<file path="src/rtl/serial_adder_pkg.sv">
// serial_adder_pkg: shared types and helpers for the multi-channel serial adder.
// Optional feature macro used across this slice: SERIAL_ADDER_ACC_EN.
package serial_adder_pkg;

  typedef enum logic {
    IDLE,
    RUN
  } state_e;

  typedef enum logic {
    MODE_ADD,
    MODE_SUB
  } mode_e;

  // Two's-complement overflow: the carry into the MSB disagrees with the carry out of it.
  function automatic logic signedOverflow(input logic msbCarryIn, input logic msbCarryOut);
    return msbCarryIn ^ msbCarryOut;
  endfunction

endpackage

</file>
<file path="src/rtl/serial_adder_lane.sv">
// serial_adder_lane: one lane's bit-serial datapath (carry, registered sum, end-of-word flags).
// With SERIAL_ADDER_ACC_EN defined, the lane also keeps its previous completed result
// and can use it as operand B instead of in2_i.
module serial_adder_lane
  import serial_adder_pkg::*;
#(
  parameter int WIDTH = 8
) (
  input  logic                       clk,
  input  logic                       rst_n,
  input  logic                       bitValid_i,
  input  logic                       first_i,
  input  logic                       last_i,
  input  logic                       abort_i,
  input  logic                       sub_i,
  input  logic                       in1_i,
  input  logic                       in2_i,
`ifdef SERIAL_ADDER_ACC_EN
  input  logic                       accSel_i,
  input  logic [$clog2(WIDTH)-1:0]   bitIdx_i,
`endif
  output logic                       sum_o,
  output logic                       cout_o,
  output logic                       ovf_o
);

  logic carry_q, carry_d;
  logic sum_q, cout_q, ovf_q;
  logic carryIn, opB, sumBit, carryOut;

`ifdef SERIAL_ADDER_ACC_EN
  // accQ holds the last completed word; resQ collects the word in flight LSB-first
  // so an aborted word never disturbs accQ.
  logic [WIDTH-1:0] acc_q, acc_d;
  logic [WIDTH-1:0] res_q, res_d;
  logic             rawB;
  assign rawB = accSel_i ? acc_q[bitIdx_i] : in2_i;
`else
  logic rawB;
  assign rawB = in2_i;
`endif

  // Full-adder slice: bit 0 takes the mode as carry-in, B is inverted when subtracting.
  always_comb begin
    carryIn  = first_i ? sub_i : carry_q;
    opB      = rawB ^ sub_i;
    sumBit   = in1_i ^ opB ^ carryIn;
    carryOut = (in1_i & opB) | (in1_i & carryIn) | (opB & carryIn);
  end

  // Next carry: cleared on abort and at word end so no stale carry survives a word boundary.
  always_comb begin
    carry_d = carry_q;
    if (abort_i) begin
      carry_d = 1'b0;
    end else if (bitValid_i) begin
      carry_d = last_i ? 1'b0 : carryOut;
    end
  end

`ifdef SERIAL_ADDER_ACC_EN
  // Result collection and commit of the finished word into the accumulator.
  always_comb begin
    res_d = res_q;
    acc_d = acc_q;
    if (bitValid_i) begin
      res_d = {sumBit, res_q[WIDTH-1:1]};
      if (last_i) begin
        acc_d = {sumBit, res_q[WIDTH-1:1]};
      end
    end
  end

  // Accumulator state registers.
  always_ff @(posedge clk or negedge rst_n) begin
    if (!rst_n) begin
      res_q <= '0;
      acc_q <= '0;
    end else begin
      res_q <= res_d;
      acc_q <= acc_d;
    end
  end
`endif

  // Registered lane outputs: data only while valid, flags only on the word's last bit.
  always_ff @(posedge clk or negedge rst_n) begin
    if (!rst_n) begin
      carry_q <= 1'b0;
      sum_q   <= 1'b0;
      cout_q  <= 1'b0;
      ovf_q   <= 1'b0;
    end else begin
      carry_q <= carry_d;
      sum_q   <= bitValid_i & sumBit;
      cout_q  <= bitValid_i & last_i & carryOut;
      ovf_q   <= bitValid_i & last_i & signedOverflow(carryIn, carryOut);
    end
  end

  assign sum_o  = sum_q;
  assign cout_o = cout_q;
  assign ovf_o  = ovf_q;

endmodule

</file>
<file path="src/rtl/serial_adder_mc.sv">
// serial_adder_mc: CH-lane bit-serial adder/subtractor with shared framing, counter and mode.
// Optional feature macro: SERIAL_ADDER_ACC_EN (adds acc_i and a per-lane accumulator).
module serial_adder_mc
  import serial_adder_pkg::*;
#(
  parameter int WIDTH = 8,
  parameter int CH    = 1
) (
  input  logic          clk,
  input  logic          rst_n,
  input  logic          en_i,
  input  logic          sub_i,
`ifdef SERIAL_ADDER_ACC_EN
  input  logic          acc_i,
`endif
  input  logic [CH-1:0] in1,
  input  logic [CH-1:0] in2,
  output logic          en_o,
  output logic [CH-1:0] out,
  output logic          last_o,
  output logic [CH-1:0] cout_o,
  output logic [CH-1:0] ovf_o,
  output logic          err_o
);

  localparam int            CW       = $clog2(WIDTH);
  localparam logic [CW-1:0] LAST_IDX = CW'(WIDTH - 1);

  state_e        state_q, state_d;
  logic [CW-1:0] cnt_q, cnt_d;
  mode_e         mode_q, mode_d, modeEff;
  logic          first, last, bitValid, abort;
  logic          en_q, last_q, err_q;

`ifdef SERIAL_ADDER_ACC_EN
  logic acc_q, acc_d, accEff;
`endif

  // Framing FSM: IDLE accepts bit 0 and samples the mode; RUN counts bits or aborts on a gap.
  always_comb begin
    state_d  = state_q;
    cnt_d    = cnt_q;
    mode_d   = mode_q;
    modeEff  = mode_q;
    first    = 1'b0;
    last     = 1'b0;
    bitValid = 1'b0;
    abort    = 1'b0;
`ifdef SERIAL_ADDER_ACC_EN
    acc_d    = acc_q;
    accEff   = acc_q;
`endif
    case (state_q)
      IDLE: begin
        if (en_i) begin
          first    = 1'b1;
          bitValid = 1'b1;
          modeEff  = sub_i ? MODE_SUB : MODE_ADD;
          mode_d   = modeEff;
`ifdef SERIAL_ADDER_ACC_EN
          accEff   = acc_i;
          acc_d    = acc_i;
`endif
          cnt_d    = CW'(1);
          state_d  = RUN;
        end
      end
      RUN: begin
        if (en_i) begin
          bitValid = 1'b1;
          if (cnt_q == LAST_IDX) begin
            last    = 1'b1;
            cnt_d   = '0;
            state_d = IDLE;
          end else begin
            cnt_d = cnt_q + CW'(1);
          end
        end else begin
          abort   = 1'b1;
          cnt_d   = '0;
          state_d = IDLE;
        end
      end
      default: begin
        cnt_d   = '0;
        state_d = IDLE;
      end
    endcase
  end

  // Control state and registered framing outputs.
  always_ff @(posedge clk or negedge rst_n) begin
    if (!rst_n) begin
      state_q <= IDLE;
      cnt_q   <= '0;
      mode_q  <= MODE_ADD;
      en_q    <= 1'b0;
      last_q  <= 1'b0;
      err_q   <= 1'b0;
    end else begin
      state_q <= state_d;
      cnt_q   <= cnt_d;
      mode_q  <= mode_d;
      en_q    <= bitValid;
      last_q  <= last;
      err_q   <= abort;
    end
  end

`ifdef SERIAL_ADDER_ACC_EN
  // Accumulate-mode latch, held for the whole word like the add/sub mode.
  always_ff @(posedge clk or negedge rst_n) begin
    if (!rst_n) begin
      acc_q <= 1'b0;
    end else begin
      acc_q <= acc_d;
    end
  end
`endif

  for (genvar g = 0; g < CH; g++) begin : gLane
    serial_adder_lane #(
      .WIDTH(WIDTH)
    ) uLane (
      .clk       (clk),
      .rst_n     (rst_n),
      .bitValid_i(bitValid),
      .first_i   (first),
      .last_i    (last),
      .abort_i   (abort),
      .sub_i     (modeEff == MODE_SUB),
      .in1_i     (in1[g]),
      .in2_i     (in2[g]),
`ifdef SERIAL_ADDER_ACC_EN
      .accSel_i  (accEff),
      .bitIdx_i  (cnt_q),
`endif
      .sum_o     (out[g]),
      .cout_o    (cout_o[g]),
      .ovf_o     (ovf_o[g])
    );
  end

  assign en_o   = en_q;
  assign last_o = last_q;
  assign err_o  = err_q;

endmodule

</file>
<file path="config.mk">
export PLATFORM = sky130hd
export DESIGN_NAME = serial_adder_mc
export DESIGN_NICKNAME = d
export VERILOG_FILES = /design/src/rtl/serial_adder_pkg.sv /design/src/rtl/serial_adder_lane.sv /design/src/rtl/serial_adder_mc.sv
export SDC_FILE = /design/constraint.sdc
export NUM_CORES = 1
export LEC_CHECK = 0
export CAP_MARGIN = 20
export CORE_AREA = 2 2 39 41
export CTS_CLUSTER_SIZE = 30
export DETAILED_ROUTE_END_ITERATION = 10
export DIE_AREA = 0 0 41 43
export PLACE_DENSITY = 0.66
export REMOVE_ABC_BUFFERS = 1
export SLEW_MARGIN = 20
export SYNTH_ARGS = -nofsm -noshare
export SYNTH_HDL_FRONTEND = slang
export SYNTH_SLANG_ARGS = --single-unit
</file>
<file path="constraint.sdc">
create_clock -name clk -period 1.7 [get_ports clk]
set_input_delay 0.17 -clock clk [delete_from_list [all_inputs] [get_ports clk]]
set_output_delay 0.17 -clock clk [all_outputs]
set_load 0.005 [all_outputs]
</file>
==> impl_metrics.tcl, run 1 <==
set metrics [dict create \
    outcome "complete, no violations" \
    clockBufferDepth 2 \
    htree_num_levels 1 \
    end_kind "register" \
    clk-insertion-delay-late_ns 0.27 \
    finalHoldViolCount 0 \
    antenna_found_initial 0 \
    first_pass_iters 2 \
    rrSetupSlack_ns 0.05 \
    crit_path_cell_trace "nand2b_4, a21o_4, xnor2_2, fa_2, a21oi_2, a22o_1" \
    pwr-share-seq 0.486 \
    core_area_um2 1380 \
    clock_sinks 12 \
    post-route-min-period_ns 1.65 \
    place_area_um2 652 \
    viasPerCell 4.63 \
    yosysTopAreaCellShare 0.596 \
    grt_overflow 0 \
    relSlewSlack 0.653 \
    yosysMostFrequentCell "dfrtp_1" \
    timing.rr.end "gLane[0].uLane.carry_q" \
    p_leak_nw 0.352 \
    die_x_um 41 \
    synth.area.top_cells "dfrtp_1, a22o_1, ha_1" \
    switchingPower_mw 0.153 \
    slew_violations 0 \
    ioPinCount 12 \
    worst_pin_slew_ns 0.519 \
    finalNetCount 66 \
    hp-class "in2async" \
    yosysWarnings 0 \
    start_util 0.364 \
    route.antenna.remaining_nets 0 \
    finalWirelength_um 827 \
    drtIter0Drc 2 \
    intPower_mw 0.508 \
    comb_power_share 0.178 \
    synth_compound_area_frac 0.141 \
    syn_inst 38 \
    yosys_register_bits 12 \
    fin_skew_ns 0.00127 \
    num_vias 333 \
    die_y_um 43 \
    cpPeakStageDelay_ns 0.43 \
    p_clk_frac 0.336 \
    crit_required_ns 1.91 \
    syn_area_per_cell_um2 13.3 \
    critical_path.top_delay_family "compound AO/OA/AOI/OAI gates" \
    cts_root_buffer "clkbuf_4" \
    cpMaxStageDelayCell "fa_2" \
    total_power_mw 0.661 \
    die_area_um2 1760 \
    path_clk_slew_ns 0.07 \
    fmax_mhz 606 \
    ir_worst_vdd_v 0.000468 \
    sw_frac_of_total 0.231 \
    synth_xor_area_frac 0.0496 \
    synth_top_family_by_area "compound AO/OA/AOI/OAI gates" \
    design_area_um2 712 \
    fin_crit_sh 0.971 \
    crit_arrival_ns 1.86 \
    synthDistinctLibCells 19 \
    numCtsBuffers 3 \
    drive_gt1_frac 0.232 \
    setup_viol 0 \
    grt_pass1_vias 307 \
    worst-path-buf-inv 0 \
    ys.flop_type "dfrtp_1" \
    std_cell_rows 14 \
    yosys.area_share.adder 0.0893 \
    cts_hold_buf 0 \
    synth_area_leader_cell "dfrtp_1" \
    mappedNetlistArea_um2 504 \
    synthSimpleGateAreaFrac 0.0993 \
    track_usage 0.127 \
    rr_worst_depth 6 \
    synth_common_cells "dfrtp_1, a22o_1, nor2_1" \
    powerDensity_nw_per_um2 929 \
    synth_edf_count 0 \
    cts_tree "done" \
    critical_path_class "reg2reg" \
    remaining_drc_errors 0 \
    synthArstFlopShare 1.00 \
    dp_hpwl_um 611 \
    reg2reg_from "state_q" \
    post_drt_wl_per_cell_um 11.5 \
    cp-start-kind "register" \
    grt_pass1_wl_um 1410 \
    syn2layout_area_growth_pct 41.2 \
    crit_fanout 3 \
    portBuffers 11 \
    seq_area_frac_synth 0.596 \
    diodes 0 \
    maxCapViolations 0 \
    place.gp.congestion 0.773 \
    yosys-mux-area-fraction 0 \
    grt_max_degree 13 \
]
-- cell type report --
class,instances,area [um^2]
inverters,2,7.51
repair buffers,15,143
flip-flops and latches,12,300
well taps,16,20.0
fillers,132,672
multi-input cells,23,205
clock buffers,4,36.3
-- kinds of logic after synthesis --
family	count (synthesis)
adder cells (fa/ha/maj)	3
AND/OR/NAND/NOR	9
AO/OA/AOI/OAI	9
buffers and inverters	3
XOR/XNOR	2
flip-flops	12
-- registers in the layout (all words and copies together) (netlist names) --
signal and cells:
cnt_q 3, en_o 1, err_o 1, gLane.uLane.carry_q 1, gLane.uLane.cout_o 1, gLane.uLane.ovf_o 1, gLane.uLane.sum_o 1, last_o 1
mode_q 1, state_q 1
-- worst max-delay path by stage --
stage,cells after the start,from,end
finish,6,state_q,gLane[0].uLane.carry_q
CTS,6,state_q,gLane[0].uLane.carry_q
floorplan,6,state_q,gLane[0].uLane.carry_q
detailed placement,7,en_i,gLane[0].uLane.carry_q
global route,6,state_q,gLane[0].uLane.carry_q
global placement,7,en_i,gLane[0].uLane.carry_q
-- worst reg2reg max path: cells and delay by family (launching register included) --
kind            cells  cell delay, ns
compound gates      3            0.47
fa+ha+maj           1            0.43
flops               1            0.40
simple gates        1            0.15
xor+xnor            1            0.14
-- layout by cell type, fill, tap and decap left out, types with 2 or more instances in the layout --
| master | synthesis | layout |
|---|---|---|
| clkdlybuf4s50_1 | 0 | 10 |
| dfrtp_1 | 12 | 12 |
| nor2_1 | 3 | 3 |
| nor2b_1 | 2 | 2 |
| clkbuf_4 | 0 | 3 |
| a22o_1 | 3 | 3 |
| ha_1 | 2 | 2 |
| buf_4 | 0 | 4 |
| inv_1 | 2 | 2 |
-- layer usage --
metal | part of all wire | global-route usage | vias up
li1 | - | - | 164
met4 | 0.025 | 0.0800 | 0
met2 | 0.49 | 0.141 | 11
met3 | 0.071 | 0.0628 | 4
met5 | 0 | 0 | -
met1 | 0.41 | 0.189 | 154
-- per-stage QoR --
step | util | setup TNS [ns] | std cells | worst slack [ns] | hold WS, ns
finish | 0.514 | 0 | 72 | 0.0500 | 0.239
global route | 0.514 | -0.0396 | 72 | -0.0337 | 0.282
CTS | 0.499 | 0 | 71 | 0.0447 | 0.257
detailed placement | 0.471 | -0.792 | 67 | -0.271 | 0.487
global placement | 0.471 | -0.758 | 67 | -0.276 | 0.480
floorplan | - | 0 | 37 | 0.0160 | -0.126
-- power by group through the flow --
stage	registers (mW)	logic [mW]	clock network [mW]
2_1_floorplan	0.327	0.0589	0
3_3_place_gp	0.326	0.108	0
3_5_place_dp	0.328	0.112	0
4_1_cts	0.322	0.114	0.235
5_1_grt	0.325	0.137	0.245
6_report	0.322	0.117	0.222
-- what timing repair did --
action / 4_1_cts / 5_1_grt
pin swaps: 0 / 2
setup buffers: 0 / 1
gates resized for setup: 1 / 3
endpoints found under the hold margin: 0 / 0
endpoints found under the setup margin: 2 / 2
Note: power is estimated with default switching activity, not from simulation.
==> inputs of run 2 (changes only) <==
MAX_ROUTING_LAYER = met4   (was default)
==> results of run 2 <==
Same layout as run 1: the final DEF is identical, and so are final timing and power.
Main changes from that run: final weighted congestion in routability-driven placement 0.773 -> 0.783; overall routing resource usage 0.127 -> 0.131
